<file path="src/rtl/bus_clk_pkg.sv">
// bus_clk_pkg
// Shared definitions for the bus clock controller:
//   - rate codes carried on ReqRate/CurRate
//   - controller FSM state encoding
//   - divider lookups (rate code -> period length N, and last phase N-1)
// Imported by bus_clk_phase and bus_clk_ctrl.
package bus_clk_pkg;

  localparam logic [1:0] RATE_20M  = 2'd0;  // ClkIn / 2
  localparam logic [1:0] RATE_10M  = 2'd1;  // ClkIn / 4
  localparam logic [1:0] RATE_5M   = 2'd2;  // ClkIn / 8
  localparam logic [1:0] RATE_STOP = 2'd3;  // BusClk held low

  typedef enum logic [1:0] {
    ST_STARTUP = 2'd0,
    ST_RUN     = 2'd1,
    ST_DRAIN   = 2'd2,
    ST_QUIET   = 2'd3
  } state_e;

  // Period length in ClkIn cycles; 0 marks the stopped rate.
  function automatic logic [3:0] rate_div(input logic [1:0] rate);
    case (rate)
      RATE_20M: rate_div = 4'd2;
      RATE_10M: rate_div = 4'd4;
      RATE_5M:  rate_div = 4'd8;
      default:  rate_div = 4'd0;
    endcase
  endfunction

  // Phase value of the last cycle of a period; the stopped rate sits at 0.
  function automatic logic [2:0] rate_last_phase(input logic [1:0] rate);
    logic [3:0] n;
    n = rate_div(rate);
    if (n == 4'd0) begin
      rate_last_phase = 3'd0;
    end else begin
      rate_last_phase = 3'(n - 4'd1);
    end
  endfunction

endpackage

</file>
<file path="src/rtl/bus_clk_phase.sv">
// bus_clk_phase
// Phase counter of the bus clock divider plus registered BusClk/BusClkEn.
// The controller hands in its next-cycle intent, so the registered outputs
// always describe the phase/rate/state that are current in the same cycle.
// Ports:
//   ClkIn, nRst   clock, asynchronous active-low reset
//   clr_i         force phase to 0 next cycle (period restart)
//   adv_i         advance phase by one (wraps at N-1)
//   en_i          bus clock is driven next cycle (RUN or DRAIN)
//   rate_i        rate code in force next cycle
//   phase_o       current phase
//   BusClk_o      high while phase < N/2
//   BusClkEn_o    high when phase == 0
module bus_clk_phase
  import bus_clk_pkg::*;
(
  input  logic       ClkIn,
  input  logic       nRst,
  input  logic       clr_i,
  input  logic       adv_i,
  input  logic       en_i,
  input  logic [1:0] rate_i,
  output logic [2:0] phase_o,
  output logic       BusClk_o,
  output logic       BusClkEn_o
);

  logic [2:0] phase_q, phase_d;
  logic [3:0] half_s;
  logic       stop_s;
  logic       bus_clk_q, bus_clk_d;
  logic       bus_en_q, bus_en_d;

  // Next phase and the bus clock levels that phase implies.
  always_comb begin
    stop_s  = (rate_i == RATE_STOP);
    half_s  = rate_div(rate_i) >> 3'd1;
    phase_d = phase_q;
    if (clr_i) begin
      phase_d = 3'd0;
    end else if (adv_i) begin
      if (stop_s || (phase_q == rate_last_phase(rate_i))) begin
        phase_d = 3'd0;
      end else begin
        phase_d = phase_q + 3'd1;
      end
    end else begin
      phase_d = phase_q;
    end
    bus_clk_d = en_i && !stop_s && ({1'b0, phase_d} < half_s);
    bus_en_d  = en_i && !stop_s && (phase_d == 3'd0);
  end

  // Phase and bus clock registers.
  always_ff @(posedge ClkIn or negedge nRst) begin
    if (!nRst) begin
      phase_q   <= 3'd0;
      bus_clk_q <= 1'b0;
      bus_en_q  <= 1'b0;
    end else begin
      phase_q   <= phase_d;
      bus_clk_q <= bus_clk_d;
      bus_en_q  <= bus_en_d;
    end
  end

  assign phase_o    = phase_q;
  assign BusClk_o   = bus_clk_q;
  assign BusClkEn_o = bus_en_q;

endmodule

</file>
<file path="src/rtl/bus_clk_ctrl.sv">
// bus_clk_ctrl
// Glitch-free bus clock rate controller. After STARTUP_CYCLES it runs the
// bus clock at CurRate; a rate change drains the old period to its end,
// holds BusClk low for QUIET_CYCLES, then restarts at phase 0 of the new
// rate. All outputs are registers.
// Ports:
//   ClkIn, nRst          clock, asynchronous active-low reset
//   ReqValid/ReqRate     rate-change request (0=div2, 1=div4, 2=div8, 3=stop)
//   ReqReady             request accepted on ReqValid && ReqReady
//   RateDone             one-cycle pulse when the requested rate is active
//   CurRate              rate driven on BusClk
//   BusClk, BusClkEn     bus clock and its rising-edge strobe
//   ClkEn20, ClkEn10     free-running 20/10 MHz clock enables
//   Locked               startup complete
//   SwitchCnt[7:0]       saturating count of real rate changes
//                        (only when BUS_CLK_SWCNT_EN is defined)
module bus_clk_ctrl
  import bus_clk_pkg::*;
#(
  parameter int         STARTUP_CYCLES = 16,
  parameter int         QUIET_CYCLES   = 2,
  parameter logic [1:0] DEFAULT_RATE   = 2'd1
) (
  input  logic       ClkIn,
  input  logic       nRst,
  input  logic       ReqValid,
  input  logic [1:0] ReqRate,
  output logic       ReqReady,
  output logic       RateDone,
  output logic [1:0] CurRate,
  output logic       BusClk,
  output logic       BusClkEn,
  output logic       ClkEn20,
  output logic       ClkEn10,
  output logic       Locked
`ifdef BUS_CLK_SWCNT_EN
  ,
  output logic [7:0] SwitchCnt
`endif
);

  state_e     state_q, state_d;
  logic [7:0] scnt_q, scnt_d;
  logic [3:0] qcnt_q, qcnt_d;
  logic [1:0] rate_q, rate_d;
  logic [1:0] pend_q, pend_d;
  logic       locked_q, locked_d;
  logic       done_q, done_d;
  logic       ready_q, ready_d;
  logic [1:0] cnt_q, cnt_d;
  logic       en20_q, en10_q;
  logic       clr_s, adv_s, en_s, last_s, accept_s;
  logic [2:0] phase_s;

  assign cnt_d    = cnt_q + 2'd1;
  assign accept_s = ReqValid && (state_q == ST_RUN);
  // Stopped rate has no period, so every cycle counts as a period end.
  assign last_s   = (rate_q == RATE_STOP) || (phase_s == rate_last_phase(rate_q));
  assign en_s     = (state_d == ST_RUN) || (state_d == ST_DRAIN);
  assign ready_d  = (state_d == ST_RUN);

  // Controller next-state logic.
  always_comb begin
    state_d  = state_q;
    scnt_d   = scnt_q;
    qcnt_d   = qcnt_q;
    rate_d   = rate_q;
    pend_d   = pend_q;
    locked_d = locked_q;
    done_d   = 1'b0;
    clr_s    = 1'b0;
    adv_s    = 1'b0;
    case (state_q)
      ST_STARTUP: begin
        if (scnt_q == 8'(STARTUP_CYCLES - 1)) begin
          state_d  = ST_RUN;
          clr_s    = 1'b1;
          locked_d = 1'b1;
        end else begin
          scnt_d = scnt_q + 8'd1;
        end
      end
      ST_RUN: begin
        adv_s = 1'b1;
        if (accept_s) begin
          if (ReqRate == rate_q) begin
            done_d = 1'b1;
          end else begin
            pend_d = ReqRate;
            // Already at the end of a period: no draining needed.
            if (last_s) begin
              state_d = ST_QUIET;
              qcnt_d  = 4'd0;
              clr_s   = 1'b1;
            end else begin
              state_d = ST_DRAIN;
            end
          end
        end else begin
          done_d = 1'b0;
        end
      end
      ST_DRAIN: begin
        if (last_s) begin
          state_d = ST_QUIET;
          qcnt_d  = 4'd0;
          clr_s   = 1'b1;
        end else begin
          adv_s = 1'b1;
        end
      end
      ST_QUIET: begin
        if (qcnt_q == 4'(QUIET_CYCLES - 1)) begin
          state_d = ST_RUN;
          clr_s   = 1'b1;
          rate_d  = pend_q;
          done_d  = 1'b1;
        end else begin
          qcnt_d = qcnt_q + 4'd1;
        end
      end
      default: begin
        state_d = ST_STARTUP;
      end
    endcase
  end

  // Controller state and registered status outputs.
  always_ff @(posedge ClkIn or negedge nRst) begin
    if (!nRst) begin
      state_q  <= ST_STARTUP;
      scnt_q   <= 8'd0;
      qcnt_q   <= 4'd0;
      rate_q   <= DEFAULT_RATE;
      pend_q   <= DEFAULT_RATE;
      locked_q <= 1'b0;
      done_q   <= 1'b0;
      ready_q  <= 1'b0;
      cnt_q    <= 2'd0;
      en20_q   <= 1'b0;
      en10_q   <= 1'b0;
    end else begin
      state_q  <= state_d;
      scnt_q   <= scnt_d;
      qcnt_q   <= qcnt_d;
      rate_q   <= rate_d;
      pend_q   <= pend_d;
      locked_q <= locked_d;
      done_q   <= done_d;
      ready_q  <= ready_d;
      cnt_q    <= cnt_d;
      en20_q   <= cnt_d[0];
      en10_q   <= (cnt_d == 2'd3);
    end
  end

  bus_clk_phase u_phase (
    .ClkIn      (ClkIn),
    .nRst       (nRst),
    .clr_i      (clr_s),
    .adv_i      (adv_s),
    .en_i       (en_s),
    .rate_i     (rate_d),
    .phase_o    (phase_s),
    .BusClk_o   (BusClk),
    .BusClkEn_o (BusClkEn)
  );

`ifdef BUS_CLK_SWCNT_EN
  logic [7:0] swcnt_q;
  logic       sw_inc_s;

  // Leaving QUIET always completes a real rate change.
  assign sw_inc_s = (state_q == ST_QUIET) && (state_d == ST_RUN);

  // Saturating rate-change counter.
  always_ff @(posedge ClkIn or negedge nRst) begin
    if (!nRst) begin
      swcnt_q <= 8'd0;
    end else if (sw_inc_s && (swcnt_q != 8'd255)) begin
      swcnt_q <= swcnt_q + 8'd1;
    end else begin
      swcnt_q <= swcnt_q;
    end
  end

  assign SwitchCnt = swcnt_q;
`endif

  assign ReqReady = ready_q;
  assign RateDone = done_q;
  assign CurRate  = rate_q;
  assign ClkEn20  = en20_q;
  assign ClkEn10  = en10_q;
  assign Locked   = locked_q;

endmodule

</file>
<file path="config.mk">
export PLATFORM = sky130hd
export DESIGN_NAME = bus_clk_ctrl
export DESIGN_NICKNAME = d
export VERILOG_FILES = /design/src/rtl/bus_clk_pkg.sv /design/src/rtl/bus_clk_phase.sv /design/src/rtl/bus_clk_ctrl.sv
export SDC_FILE = /design/constraint.sdc
export NUM_CORES = 1
export LEC_CHECK = 0
export BUFFER_PORTS_ARGS = -buffer_cell sky130_fd_sc_hd__buf_2
export CORE_MARGIN = 2
export CORE_UTILIZATION = 40
export DETAILED_ROUTE_END_ITERATION = 6
export GPL_TIMING_DRIVEN = 0
export MAX_ROUTING_LAYER = met4
export PLACE_DENSITY = 0.68
export REMOVE_ABC_BUFFERS = 1
export SLEW_MARGIN = 10
export SYNTH_ARGS = -nofsm -noshare
export SYNTH_HDL_FRONTEND = slang
export SYNTH_SLANG_ARGS = --single-unit
</file>
<file path="constraint.sdc">
create_clock -name ClkIn -period 11.09 [get_ports ClkIn]
set_clock_uncertainty 0.15 [all_clocks]
set_input_delay 2.218 -clock ClkIn [delete_from_list [all_inputs] [get_ports ClkIn]]
set_output_delay 2.218 -clock ClkIn [all_outputs]
set_load 0.005 [all_outputs]
</file>
==> qor.yml, run 1 <==
cts_buffer_depth: 2
clock_sinks: 29
crit_required_ns: 11.14
endpoint_kind: "flip-flop"
wire_per_inst_um: 13.70
drcViolationCount: 0
ys_types: 37
drt_iter0_markers: 23
max_slew_margin: 0.5654
p_per_area_mw_per_mm2: 305.4
post-route-period-util: 0.3833
dieArea_mm2: 0.004805
nNetsFinal: 203
htree_levels: 2
clock_latency_ns: 0.28
p_clk_frac: 0.143
swShare: 0.4204
initial_core_util: 0.4206
cp-start-kind: "input pin"
postCtsSetupRepairBufs: 0
synth-main-ff-cell: "dfrtp_1"
drv_cap: 0
cts_hold_buf: 0
grt_pass1_vias: 1329
grt_pass1_wl_mm: 5.595
syn_area_per_cell_um2: 10.87
timing.hold.ws_ns: 0.2856
track_usage: 0.1447
vias: 1217
combPwrFrac: 0.534
clk_pin_slew_worst_paths_ns: 0.07
internal_power_mw: 0.3391
dr.pass1.iters: 4
hold_viol: 0
yosysMostFrequentCell: "dfrtp_1"
maxSlewViolCount: 0
final.min_clock_period_ns: 4.251
fp.coreArea_mm2: 0.004058
die_h_um: 69.32
cts_tree: "yes"
instances_no_fill: 227
cp.arrival_ns: 4.30
grt-ovfl-total: 0
tns_ns: 0
io_buffers: 13
ys_async_sr_fraction: 1.000
rows: 23
multi_input_area_um2: 928.4
netlist_instances: 157
rsz0062_at_grt: "false"
p_leak_nw: 0.9433
min_path_type: "flip-flop to flip-flop"
setup_viol: 0
seq_area_um2: 728.2
p_seq_frac: 0.323
outcome: "finished, final reports clean"
antenna_found_initial: 0
yosys_warnings: 0
place_congestion: 0.8571
fillerInstances: 389
synth_area_mm2: 0.001707
p_sw_mw: 0.2459
dp_hpwl_mm: 2.375
cts_buffers: 5
synth_common_cells: "dfrtp_1 (27), ha_1 (22), inv_1 (12), nor2_1 (10), xnor2_1 (9)"
power.total_mw: 0.5851
fmax_ghz: 0.2353
synth_edf_count: 0
cts_resized: 0
synth_largest_area_cell: "dfrtp_1"
ant_nets: 0
critPathMaxFanout: 5
grt_max_degree: 30
ios: 14
ys_ff_latch: 29
cts-root-buf: "clkbuf_8"
synth_top_area_share: 0.3959
synthTopCellsByArea: "dfrtp_1 (40%), ha_1 (16%), xnor2_1 (4.6%), mux2_2 (4.0%), dfstp_2 (3.1%)"
syn_to_final_growth_pct: 12.24
viasPerCell: 5.361
drive_above_1_share: 0.1977
critPathKind: "input pin to flip-flop"
die_w_um: 69.32
num_antenna_cells: 0
max_slew.worst_pin.slew_ns: 0.6519
ir_drop_uv: 180.8
seq_area_frac_synth: 0.4267
wl_mm: 3.111
dp_cells: 219
## layout by cell type (no fill, tap or decap), types with 2 or more instances in the layout
cell type  count
ha_1          22
mux2i_1        2
nor3_1         2
dfrtp_1       27
nand3b_1       3
dfstp_2        2
nand4_1        2
xnor2_1        9
nand2_1        6
xor2_1         6
a21oi_1        5
nand2b_1       2
nor2_1        10
buf_2         13
o21ai_0        6
nand3_1        4
mux2_2         6
clkbuf_8       5
inv_1         12
a41oi_1        2
nor2b_1        2
a31o_2         2
clkinv_2       2
o211a_1        3
and3_1         3
a31oi_1        4
o21a_1         2
## flip-flops by register name (all words and copies together), names as in the netlist
register,count
scnt_q,8
qcnt_q,4
u_phase.phase_o,3
CurRate,2
cnt_q,2
pend_q,2
state_q,2
ClkEn10,1
Locked,1
RateDone,1
ReqReady,1
u_phase.BusClkEn_o,1
u_phase.BusClk_o,1
## metrics by stage
step	worst slack (ns)	instance area, um2	util
2_1_floorplan	7.034	1702	-
3_3_place_gp	6.611	1829	0.4508
3_5_place_dp	6.611	1829	0.4508
4_1_cts	6.888	1916	0.4721
5_1_grt	6.648	1916	0.4721
6_report	6.839	1916	0.4721
## layer usage
metal	share of wire	track usage	wire length, um	vias up
li1	-	-	-	590
met1	0.43	0.1543	1334	596
met2	0.52	0.2575	1614	25
met3	0.040	0.04215	124	6
met4	0.012	0.04575	38	0
met5	0	-	0	-
## power groups by stage
| stage | logic (mW) | clock network [mW] | registers (mW) |
|---|---|---|---|
| 6_report | 0.312 | 0.0837 | 0.189 |
| 5_1_grt | 0.358 | 0.0899 | 0.195 |
| 4_1_cts | 0.314 | 0.0854 | 0.188 |
| 3_5_place_dp | 0.311 | 0 | 0.190 |
| 3_3_place_gp | 0.300 | 0 | 0.186 |
| 2_1_floorplan | 0.241 | 0 | 0.182 |
## final timing paths
kind | slack (ns) | startpoint | endpoint | cells past startpoint
min | 0.29 | cnt_q[0] | cnt_q[0] | 1
min in group asynchronous | 1.82 | nRst | RateDone | 1
max reg2reg | 7.04 | qcnt_q[1] | u_phase.BusClk_o | 15
min reg2reg | 0.29 | cnt_q[0] | cnt_q[0] | 1
max | 6.84 | ReqRate[1] | u_phase.BusClk_o | 11
max in group asynchronous | 8.54 | nRst | u_phase.BusClk_o | 1
## layout make-up
type,instances,area share
tap,50,0.03266
inverter,12,0.02351
clock inverter,3,0.009144
clock buffer,5,0.03592
sequential,29,0.3801
timing repair buffer,13,0.03396
multi-input combinational,115,0.4846
## worst max-delay path: stages
cell and delay [ns]:
buf_2 0.11, xor2_1 0.22, o211a_1 0.29, o21ai_0 0.14
a21oi_1 0.35, a21oi_1 0.12, ha_1 0.34, nor2b_1 0.14
o21ai_0 0.15, nand3b_1 0.11, a21oi_2 0.10
## cell families (layout without fill, tap and decap cells)
group | count (synthesis) | in the layout | share of synthesized area
AO/OA/AOI/OAI | 30 | 30 | 0.1232
XOR/XNOR | 15 | 15 | 0.07698
adder cells (fa/ha/maj) | 22 | 22 | 0.1613
buffers and inverters | 13 | 33 | 0.02932
flip-flops | 29 | 29 | 0.4267
multiplexers | 8 | 8 | 0.05132
AND/OR/NAND/NOR | 40 | 40 | 0.1312
No activity file was read; power rests on OpenSTA's default activity.
==> run 2: changes to the inputs <==
--- a/config.mk
+++ b/config.mk
@@ -11,7 +11,7 @@
 export DETAILED_ROUTE_END_ITERATION = 6
 export GPL_TIMING_DRIVEN = 0
 export MAX_ROUTING_LAYER = met4
-export PLACE_DENSITY = 0.68
+export PLACE_DENSITY = 0.7
 export REMOVE_ABC_BUFFERS = 1
 export SLEW_MARGIN = 10
 export SYNTH_ARGS = -nofsm -noshare
==> constraint.sdc (replaced) <==
create_clock -name ClkIn -period 3.43 [get_ports ClkIn]
set_clock_uncertainty 0.15 [all_clocks]
set_input_delay 0.686 -clock ClkIn [delete_from_list [all_inputs] [get_ports ClkIn]]
set_output_delay 0.686 -clock ClkIn [all_outputs]
set_load 0.005 [all_outputs]
==> run 2 against run 1 <==
Sequential share of layout area decreased by 3.4 points. Power increased to 3.8 times the previous value. Non-clock buffer count increased by 11. Via count increased by 0.49%. Die area unchanged. Sequential power increased to 3.2 times the previous value. Global-route usage increased by 0.78 points. Highest routed layer unchanged. First-iteration DRC count increased by 43%. Critical path type is now flip-flop to flip-flop. Register-to-register slack got worse by 7.0 ns. Setup slack got worse by 6.8 ns. Clock power increased to 5.1 times the previous value.
==> qor.yml, run 2 (synthesis gave the netlist of run 1 again) <==
cts-root-buf: "clkbuf_8"
final_cell_mix: "dfrtp_1 (27), ha_1 (21), buf_2 (13)"
fillerInstances: 337
dp_hpwl_mm: 2.153
max_slew.worst_pin.slew_ns: 0.6520
grt-ovfl-total: 0
p_per_area_mw_per_mm2: 1062
setup_viol: 0
num_antenna_cells: 0
combPwrFrac: 0.534
internal_power_mw: 1.374
critPathKind: "flip-flop to flip-flop"
vias: 1223
critPathMaxFanout: 4
endpoint_kind: "flip-flop"
fmax_ghz: 0.2976
largest_register_ffs: 8
cp.arrival_ns: 3.42
die_w_um: 69.32
grt_pass1_vias: 1332
rsz0062_at_grt: "true"
initial_core_util: 0.4206
min_path_type: "input pin to async pin"
ir_drop_uv: 660.3
swShare: 0.3843
hold_viol: 0
final_core_util: 0.5177
grt_pass1_wl_mm: 5.796
p_leak_nw: 1.031
antenna_found_initial: 0
drv_cap: 0
ant_nets: 0
clock_latency_ns: 0.28
drt_iter0_markers: 33
p_clk_frac: 0.192
dieArea_mm2: 0.004805
p_sw_mw: 0.8574
p_seq_frac: 0.274
rows: 23
top_register: "scnt_q"
nNetsFinal: 214
max_slew_margin: 0.5608
cts_tree: "yes"
ff2ff_path_depth: 15
final.min_clock_period_ns: 3.360
r2r_start: "qcnt_q[1]"
viasPerCell: 5.139
grt_max_degree: 30
dpl_cell_area_mm2: 0.001829
crit_required_ns: 3.49
maxSlewViolCount: 0
clk_pin_slew_worst_paths_ns: 0.07
io_buffers: 13
htree_levels: 2
cts_buffer_depth: 2
final_area_mm2: 0.002101
ff2ff_setup_slack_ns: 0.07
r2r-end: "u_phase.BusClk_o"
outcome: "finished, final reports clean"
cts_buffers: 5
clock_sinks: 29
fp.coreArea_mm2: 0.004058
drive_above_1_share: 0.2872
ios: 14
wl_mm: 3.160
cp-start-kind: "flip-flop"
die_h_um: 69.32
dr.pass1.iters: 4
final_common_cell: "dfrtp_1"
drcViolationCount: 0
post-route-period-util: 0.9796
syn_to_final_growth_pct: 23.09
wire_per_inst_um: 13.28
track_usage: 0.1525
place_congestion: 0.8754
run 2: repair_timing:
action                                  4_1_cts  5_1_grt
endpoints found under the setup margin        1        1
pin swaps                                     6        1
hold buffers                                  0        0
setup buffers                                10        1
resized for setup                            10        2
run 2: metrics by stage:
stage / setup slack, ns / cells / total power, mW / TNS [ns] / hold slack [ns]
2_1_floorplan: -0.1102 / 156 / 1.367 / -0.1102 / 0.2404
3_3_place_gp: -0.5434 / 219 / 1.584 / -0.5434 / 0.2679
3_5_place_dp: -0.5682 / 219 / 1.604 / -0.5682 / 0.2722
4_1_cts: 0.03202 / 237 / 2.217 / 0 / 0.2823
5_1_grt: -0.09811 / 238 / 2.434 / -0.09811 / 0.3101
6_report: 0.07008 / 238 / 2.231 / 0 / 0.2784
run 2: final cells by class:
class / instances / area [um2] / area share
clock buffers: 5 / 68.82 / 0.03276
clock inverters: 3 / 65.06 / 0.03097
inverters: 12 / 45.04 / 0.02144
multi-input cells: 115 / 983.4 / 0.4681
flip-flops and latches: 29 / 728.2 / 0.3466
well taps: 50 / 62.56 / 0.02978
repair buffers: 24 / 147.6 / 0.07028
run 2: worst max-delay path, stage by stage, from the launching register on:
cell      delay [ns]
dfrtp_1         0.39
inv_2           0.06
ha_1            0.12
or3b_4          0.39
nor2_4          0.17
mux2_4          0.36
ha_4            0.22
xor2_1          0.14
a31oi_2         0.21
buf_4           0.15
nand3b_1        0.08
a31oi_2         0.26
ha_1            0.28
o21ai_1         0.09
nand3b_1        0.10
a21oi_2         0.12
run 2: layer usage:
metal  vias up  share of wire  track usage
met5         -              0            -
met4         0         0.0063      0.03704
met1       588           0.48       0.1817
met3         3          0.031      0.04506
li1        614              -            -
met2        18           0.48       0.2543
run 2: power by group through the flow:
stage / logic [mW] / registers [mW] / clock network, mW
2_1_floorplan: 0.779 / 0.588 / 0
6_report: 1.19 / 0.611 / 0.428
3_3_place_gp: 0.978 / 0.606 / 0
5_1_grt: 1.35 / 0.632 / 0.451
3_5_place_dp: 0.994 / 0.610 / 0
4_1_cts: 1.17 / 0.610 / 0.436
run 2: worst max-delay path by stage:
stage                     startpoint                to  slack, ns  depth (start not counted)
after floorplan            qcnt_q[1]  u_phase.BusClk_o      -0.11                         15
after global placement     qcnt_q[1]  u_phase.BusClk_o      -0.54                         15
after detailed placement   qcnt_q[1]  u_phase.BusClk_o      -0.57                         15
after CTS                  qcnt_q[1]  u_phase.BusClk_o       0.03                         15
after global routing       qcnt_q[1]  u_phase.BusClk_o       -0.1                         15
final                      qcnt_q[1]  u_phase.BusClk_o       0.07                         15
